**src/rtl/addsub_result_display_pkg.sv**
```systemverilog
// Shared types and constants for the add/sub result display: FSM states,
// display codes, active-low seven-segment glyphs and the BCD adjust step.
package addsub_result_display_pkg;

  typedef enum logic [1:0] {
    ST_IDLE = 2'd0,
    ST_CONV = 2'd1,
    ST_DONE = 2'd2
  } state_t;

  // Non-digit codes fed to the glyph decoder
  localparam logic [3:0] CODE_MINUS = 4'hA;
  localparam logic [3:0] CODE_BLANK = 4'hB;
  localparam logic [3:0] CODE_E     = 4'hE;

  // Glyphs are {g,f,e,d,c,b,a}, active-low
  localparam logic [6:0] GLYPH_0     = 7'b1000000;
  localparam logic [6:0] GLYPH_1     = 7'b1111001;
  localparam logic [6:0] GLYPH_2     = 7'b0100100;
  localparam logic [6:0] GLYPH_3     = 7'b0110000;
  localparam logic [6:0] GLYPH_4     = 7'b0011001;
  localparam logic [6:0] GLYPH_5     = 7'b0010010;
  localparam logic [6:0] GLYPH_6     = 7'b0000010;
  localparam logic [6:0] GLYPH_7     = 7'b1111000;
  localparam logic [6:0] GLYPH_8     = 7'b0000000;
  localparam logic [6:0] GLYPH_9     = 7'b0010000;
  localparam logic [6:0] GLYPH_MINUS = 7'b0111111;
  localparam logic [6:0] GLYPH_BLANK = 7'b1111111;
  localparam logic [6:0] GLYPH_E     = 7'b0000110;

  // Double-dabble correction: any nibble >= 5 gets +3 before the shift
  function automatic logic [7:0] bcd_adj(input logic [7:0] b);
    logic [7:0] r;
    r = b;
    if (r[3:0] >= 4'd5) r[3:0] = r[3:0] + 4'd3;
    if (r[7:4] >= 4'd5) r[7:4] = r[7:4] + 4'd3;
    return r;
  endfunction

endpackage

```
**src/rtl/addsub_result_display_seg7.sv**
```systemverilog
// Combinational display code -> active-low seven-segment glyph.
module seg7_decode
  import addsub_result_display_pkg::*;
(
  input  logic [3:0] code,
  output logic [6:0] seg
);

  always_comb begin
    seg = GLYPH_BLANK;
    case (code)
      4'd0:       seg = GLYPH_0;
      4'd1:       seg = GLYPH_1;
      4'd2:       seg = GLYPH_2;
      4'd3:       seg = GLYPH_3;
      4'd4:       seg = GLYPH_4;
      4'd5:       seg = GLYPH_5;
      4'd6:       seg = GLYPH_6;
      4'd7:       seg = GLYPH_7;
      4'd8:       seg = GLYPH_8;
      4'd9:       seg = GLYPH_9;
      CODE_MINUS: seg = GLYPH_MINUS;
      CODE_E:     seg = GLYPH_E;
      default:    seg = GLYPH_BLANK;
    endcase
  end

endmodule

```
**src/rtl/addsub_result_display.sv**
```systemverilog
// Captures a signed add/sub result, converts it to sign + two BCD digits with a
// sequential double-dabble, and scans the committed value onto a 3-digit display.
module addsub_result_display
  import addsub_result_display_pkg::*;
#(
  parameter int WIDTH        = 5,
  parameter int REFRESH_BITS = 16
) (
  input  logic             clk,
  input  logic             rst_n,
  input  logic             in_valid,
  output logic             in_ready,
  input  logic [WIDTH-1:0] in_data,
  input  logic             in_ovf,
  output logic             res_valid,
  output logic             res_sign,
  output logic [3:0]       res_tens,
  output logic [3:0]       res_ones,
  output logic             res_err,
  output logic [6:0]       seg,
  output logic [2:0]       an
);

  localparam int CW = $clog2(WIDTH + 1);

  state_t                  state;
  logic [WIDTH-1:0]        mag;
  logic [7:0]              bcd;
  logic [CW-1:0]           cnt;
  logic                    sign_w, err_w;
  logic [REFRESH_BITS-1:0] presc;
  logic [1:0]              idx;
  logic [3:0]              code;

  assign in_ready = (state == ST_IDLE);

  always_ff @(posedge clk or negedge rst_n) begin
    if (!rst_n) begin
      state     <= ST_IDLE;
      mag       <= '0;
      bcd       <= '0;
      cnt       <= '0;
      sign_w    <= 1'b0;
      err_w     <= 1'b0;
      res_valid <= 1'b0;
      res_sign  <= 1'b0;
      res_tens  <= 4'd0;
      res_ones  <= 4'd0;
      res_err   <= 1'b0;
    end else begin
      res_valid <= 1'b0;
      case (state)
        ST_IDLE: if (in_valid) begin
          // Two's-complement negate; the most negative value maps to 2^(W-1) exactly
          mag    <= in_data[WIDTH-1] ? (~in_data + WIDTH'(1)) : in_data;
          sign_w <= in_data[WIDTH-1];
          err_w  <= in_ovf;
          bcd    <= '0;
          cnt    <= CW'(WIDTH);
          state  <= ST_CONV;
        end
        ST_CONV: begin
          {bcd, mag} <= {bcd_adj(bcd), mag} << 1;
          cnt        <= cnt - CW'(1);
          if (cnt == CW'(1)) state <= ST_DONE;
        end
        ST_DONE: begin
          res_valid <= 1'b1;
          res_err   <= err_w;
          res_sign  <= sign_w & ~err_w & (bcd != 8'd0);
          res_tens  <= err_w ? 4'd0 : bcd[7:4];
          res_ones  <= err_w ? 4'd0 : bcd[3:0];
          state     <= ST_IDLE;
        end
        default: state <= ST_IDLE;
      endcase
    end
  end

  // Digit scan: index 0 = ones, 1 = tens, 2 = sign
  always_ff @(posedge clk or negedge rst_n) begin
    if (!rst_n) begin
      presc <= '0;
      idx   <= 2'd0;
    end else begin
      presc <= presc + REFRESH_BITS'(1);
      if (&presc) idx <= (idx == 2'd2) ? 2'd0 : idx + 2'd1;
    end
  end

  always_comb begin
    code = res_err ? CODE_E : res_ones;
    an   = 3'b110;
    case (idx)
      2'd1: begin
        code = res_err ? CODE_E : res_tens;
        an   = 3'b101;
      end
      2'd2: begin
        code = (res_err || res_sign) ? CODE_MINUS : CODE_BLANK;
        an   = 3'b011;
      end
      default: ;
    endcase
  end

  seg7_decode u_dec (
    .code (code),
    .seg  (seg)
  );

endmodule

```
**config.mk**
```make
export PLATFORM = sky130hd
export DESIGN_NAME = addsub_result_display
export DESIGN_NICKNAME = d
export VERILOG_FILES = /design/src/rtl/addsub_result_display_pkg.sv /design/src/rtl/addsub_result_display_seg7.sv /design/src/rtl/addsub_result_display.sv
export SDC_FILE = /design/constraint.sdc
export NUM_CORES = 1
export LEC_CHECK = 0
export CAP_MARGIN = 10
export CORE_ASPECT_RATIO = 1.2
export CORE_MARGIN = 5
export CORE_UTILIZATION = 40
export DETAILED_ROUTE_END_ITERATION = 6
export PLACE_DENSITY_LB_ADDON = 0.15
export SETUP_SLACK_MARGIN = 0.05
export SYNTH_ARGS = -nofsm -noshare
export SYNTH_HDL_FRONTEND = slang
export SYNTH_HIERARCHICAL = 1
export SYNTH_SLANG_ARGS = --single-unit
```
**constraint.sdc**
```tcl
create_clock -name clk -period 5.1 [get_ports clk]
set_input_delay 1.02 -clock clk [delete_from_list [all_inputs] [get_ports clk]]
set_output_delay 1.02 -clock clk [all_outputs]
set_load 0.05 [all_outputs]
```
==> summary.md <==
| Metric | Value |
|---|---|
| Status | completed |
| CTS tree | yes |
| Filler cells | about 650 |
| Fin area | approximately 3200 um^2 |
| Global Route Usage Sum | between 10% and 20% |
| Max_cap viols | 0 |
| DRC Markers | 0 |
| Fin. max-slew vios | 0 |
| Port Buffers | 30 |
| Critical Path Sink Type | output port |
| Setup-failing EPs final | 0 |
| Worst VDD drop | between 0.2 and 0.3 mV |
| Post-CTS Hold Fix Bufs | 0 |
| Multi-input gate area | roughly 1300 um^2 |
| Core footprint | 6730 um^2 |
| Wire per inst | 13.0 um |
| Ant diodes | 0 |
| Die Ht | about 100 um |
| Final Skew | a little over 0.01 ns |
| Post CTS Setup Buffer Count | 0 |
| Post-Route WL | approximately 5 mm |
| Area delta synth->final | 17.3% |
| Tightest Hold Check Type | reg2reg |
| CP arrival | between 3 and 4 ns |
| WP data required | around 4.1 ns |
| HPWL after detailed placement | around 3.7 mm |
| Full die area | between 8000 and 9000 um^2 |
| Clock sink count | approximately 50 |
| Final-report hold violation count | 0 |
| Net Switching | around 0.88 mW |
| Syn Area/Cell | around 10 um^2 |
| Die W | about 85 um |
| IO Count | 31 |
| 1st-pass router iterations | 4 |
| Vias | 1945 |
| H-tree depth | 2 |
| Actual slew at the worst max-slew pin | between 0.9 and 1 ns |
| Leading area contributor after synthesis | dfrtp_1 |
| Net Sw Frac | a little under half |
| Initial antenna violation count | 0 |
| F_max | 0.217 GHz |
| Vias in the first global route | 1985 |
| Seq pwr share | about a third |
| Distinct cell type count after synthesis | between 40 and 50 |
| Post-layout min period | roughly 4.6 ns |
| Routability cong. | between 0.7 and 0.8 |
| Crit path launch type | flop |
| Clock Tree Root | clkbuf_8 |
| GRT overflow | 0 |
| Num CTS Buffers | 5 |
| Clock power share | approximately an eighth |
| Post-Syn Area | 2710 um^2 |
| Ys async rst share | between 90% and 100% |
| Layout cells sized above 1 | under 10% |
| Final ANT Viol Nets | 0 |
| Crit share post-route | between 90% and 100% |
| Reg clk slew, reported paths | 0.10 ns |
| First-pass GRT wire length | 9.03 mm |
| Detailed Route Iter0 Violations | 36 |
| Area share of the largest cell type after synthesis | 45.2% |
| Largest net degree at the start of global routing | 50 |
| Combinational Power Share | between 50 and 60% |
| Yosys Warn Count | 6 |
| Cell area power density | 584 nW/um^2 |
| Worst skew pair latency | approximately 0.30 ns |
| Final net count | approximately 330 |
| EDFF count, synth | 0 |
| Pleak | approximately 1.4 nW |
| Clk buf depth | 2 |
| Yosys reg bits | slightly below 50 |
| Register area share after synthesis | 45.2% |
| Setup TNS | 0 ns |
| Mapped Cells | 270 |
| Ys flop type | dfrtp_1 |
| Max-slew headroom | between 30% and 40% |
| Rows | 33 |
| Resized cells post-CTS | 0 |
| Post-Syn Nets | approximately 300 |
| RSZ-0062 raised after global routing | no |
| Initial Util | around 40% |
| Internal | around 0.98 mW |
| Register area | 1230 um^2 |
| Worst Path Max Fanout | 8 |
| Vias per cell | between 5 and 6 |
| Synth top area cells | dfrtp_1 45%, ha_1 8.8%, nand2_1 4.2% |
| Crit path kind | reg2out |
| Placed instance area | slightly above 3000 um^2 |
## worst max-delay path, cell delays in order, from the launching register on
cell and delay [ns]:
dfrtp_1 0.41, inv_1 0.09, ha_1 0.44, nor2_1 0.09, a311oi_1 0.56, inv_1 0.18, ha_1 0.34, inv_1 0.04
mux4_2 0.43, clkdlybuf4s50_1 0.71
## sequential cells by signal, indices dropped and copies added, names as in the netlist
| name | flops |
|---|---|
| res_tens | 4 |
| res_sign | 1 |
| presc | 16 |
| bcd | 8 |
| mag | 5 |
| err_w | 1 |
| state | 2 |
| idx | 2 |
| sign_w | 1 |
| res_err | 1 |
| cnt | 3 |
| res_valid | 1 |
| res_ones | 4 |
## power by group through the flow
stage	clock, mW	sequential (mW)	combinational, mW
2_1_floorplan	0	0.645	0.717
3_3_place_gp	0	0.596	1.04
3_5_place_dp	0	0.597	1.05
4_1_cts	0.240	0.589	1.06
5_1_grt	0.254	0.607	1.14
6_report	0.230	0.586	1.04
## synthesized netlist by cell type (3+ instances only)
cell type	count
a21oi_1	6
a22oi_1	4
buf_2	5
clkbuf_1	5
dfrtp_1	49
ha_1	19
inv_1	22
mux4_2	3
nand2_1	30
nand2b_1	11
nand3_1	14
nand3b_1	3
nor2_1	10
nor2b_1	6
o21ai_0	21
o31ai_1	8
xnor2_1	12
xor2_1	9
## final timing paths
path / startpoint / cells past startpoint / slack (ns) / end
min in group asynchronous: rst_n / 1 / 0.58 / presc[7]$_DFF_PN0_
hold reg to reg: presc[11]$_DFF_PN0_ / 1 / 0.47 / presc[11]$_DFF_PN0_
hold / removal: presc[11]$_DFF_PN0_ / 1 / 0.47 / presc[11]$_DFF_PN0_
max in group asynchronous: rst_n / 2 / 4.01 / bcd[7]$_DFFE_PN0P_
setup reg to reg: bcd[0]$_DFFE_PN0P_ / 6 / 3.35 / bcd[2]$_DFFE_PN0P_
setup / recovery: idx[0]$_DFFE_PN0P_ / 9 / 0.48 / seg[3]
## layer usage
layer  GRT usage, %  up-vias  part of all wire [%]
met5              0        -                     0
met4           4.02        0                   1.4
met3           3.04        6                   4.7
met2           23.6       38                    50
met1           14.6      929                    44
li1               -      972                     -
## logic make-up (layout without fill, tap and decap cells)
group / after synthesis / after routing / synth area share (%)
AO/OA/AOI/OAI: 50 / 50 / 11.4
XOR/XNOR: 21 / 21 / 6.78
adder cells (fa/ha/maj): 19 / 19 / 8.76
buffers and inverters: 33 / 62 / 5.07
flip-flops: 49 / 49 / 45.2
multiplexers: 8 / 8 / 4.61
AND/OR/NAND/NOR: 90 / 90 / 18.1
## area by class of cell
class / instances / share of cell area, %
Sequential cell: 49 / 38.6
Clock inverter: 3 / 0.708
Timing Repair Buffer: 32 / 10.1
Clock buffer: 5 / 2.16
Tap cell: 87 / 3.42
Multi-Input combinational cell: 188 / 42.4
Inverter: 22 / 2.60
## metrics by stage
step	hold WS (ns)	worst slack, ns	util (%)	total power, mW	cells
2_1_floorplan	0.439	0.524	-	1.36	270
3_3_place_gp	0.455	0.913	45.6	1.64	377
3_5_place_dp	0.464	0.804	45.6	1.65	377
4_1_cts	0.476	0.455	47.0	1.89	385
5_1_grt	0.484	0.214	47.3	2.01	386
6_report	0.469	0.484	47.3	1.86	386
## placed cells by master, fill, tap and decap left out, types with 2 or more instances in the layout
master            n
a21oi_1           6
a22o_1            2
a22oi_1           4
and2_1            2
clkbuf_8          5
clkdlybuf4s50_1  29
clkinv_4          2
dfrtp_1          49
ha_1             19
inv_1            22
mux2_2            2
mux2i_1           2
mux4_2            3
nand2_1          30
nand2b_1         11
nand3_1          14
nand3b_1          3
nand4_1           2
nor2_1           10
nor2b_1           6
o21ai_0          21
o22ai_1           2
o31ai_1           8
xnor2_1          12
xor2_1            9
No activity file was read; power rests on OpenSTA's default activity.
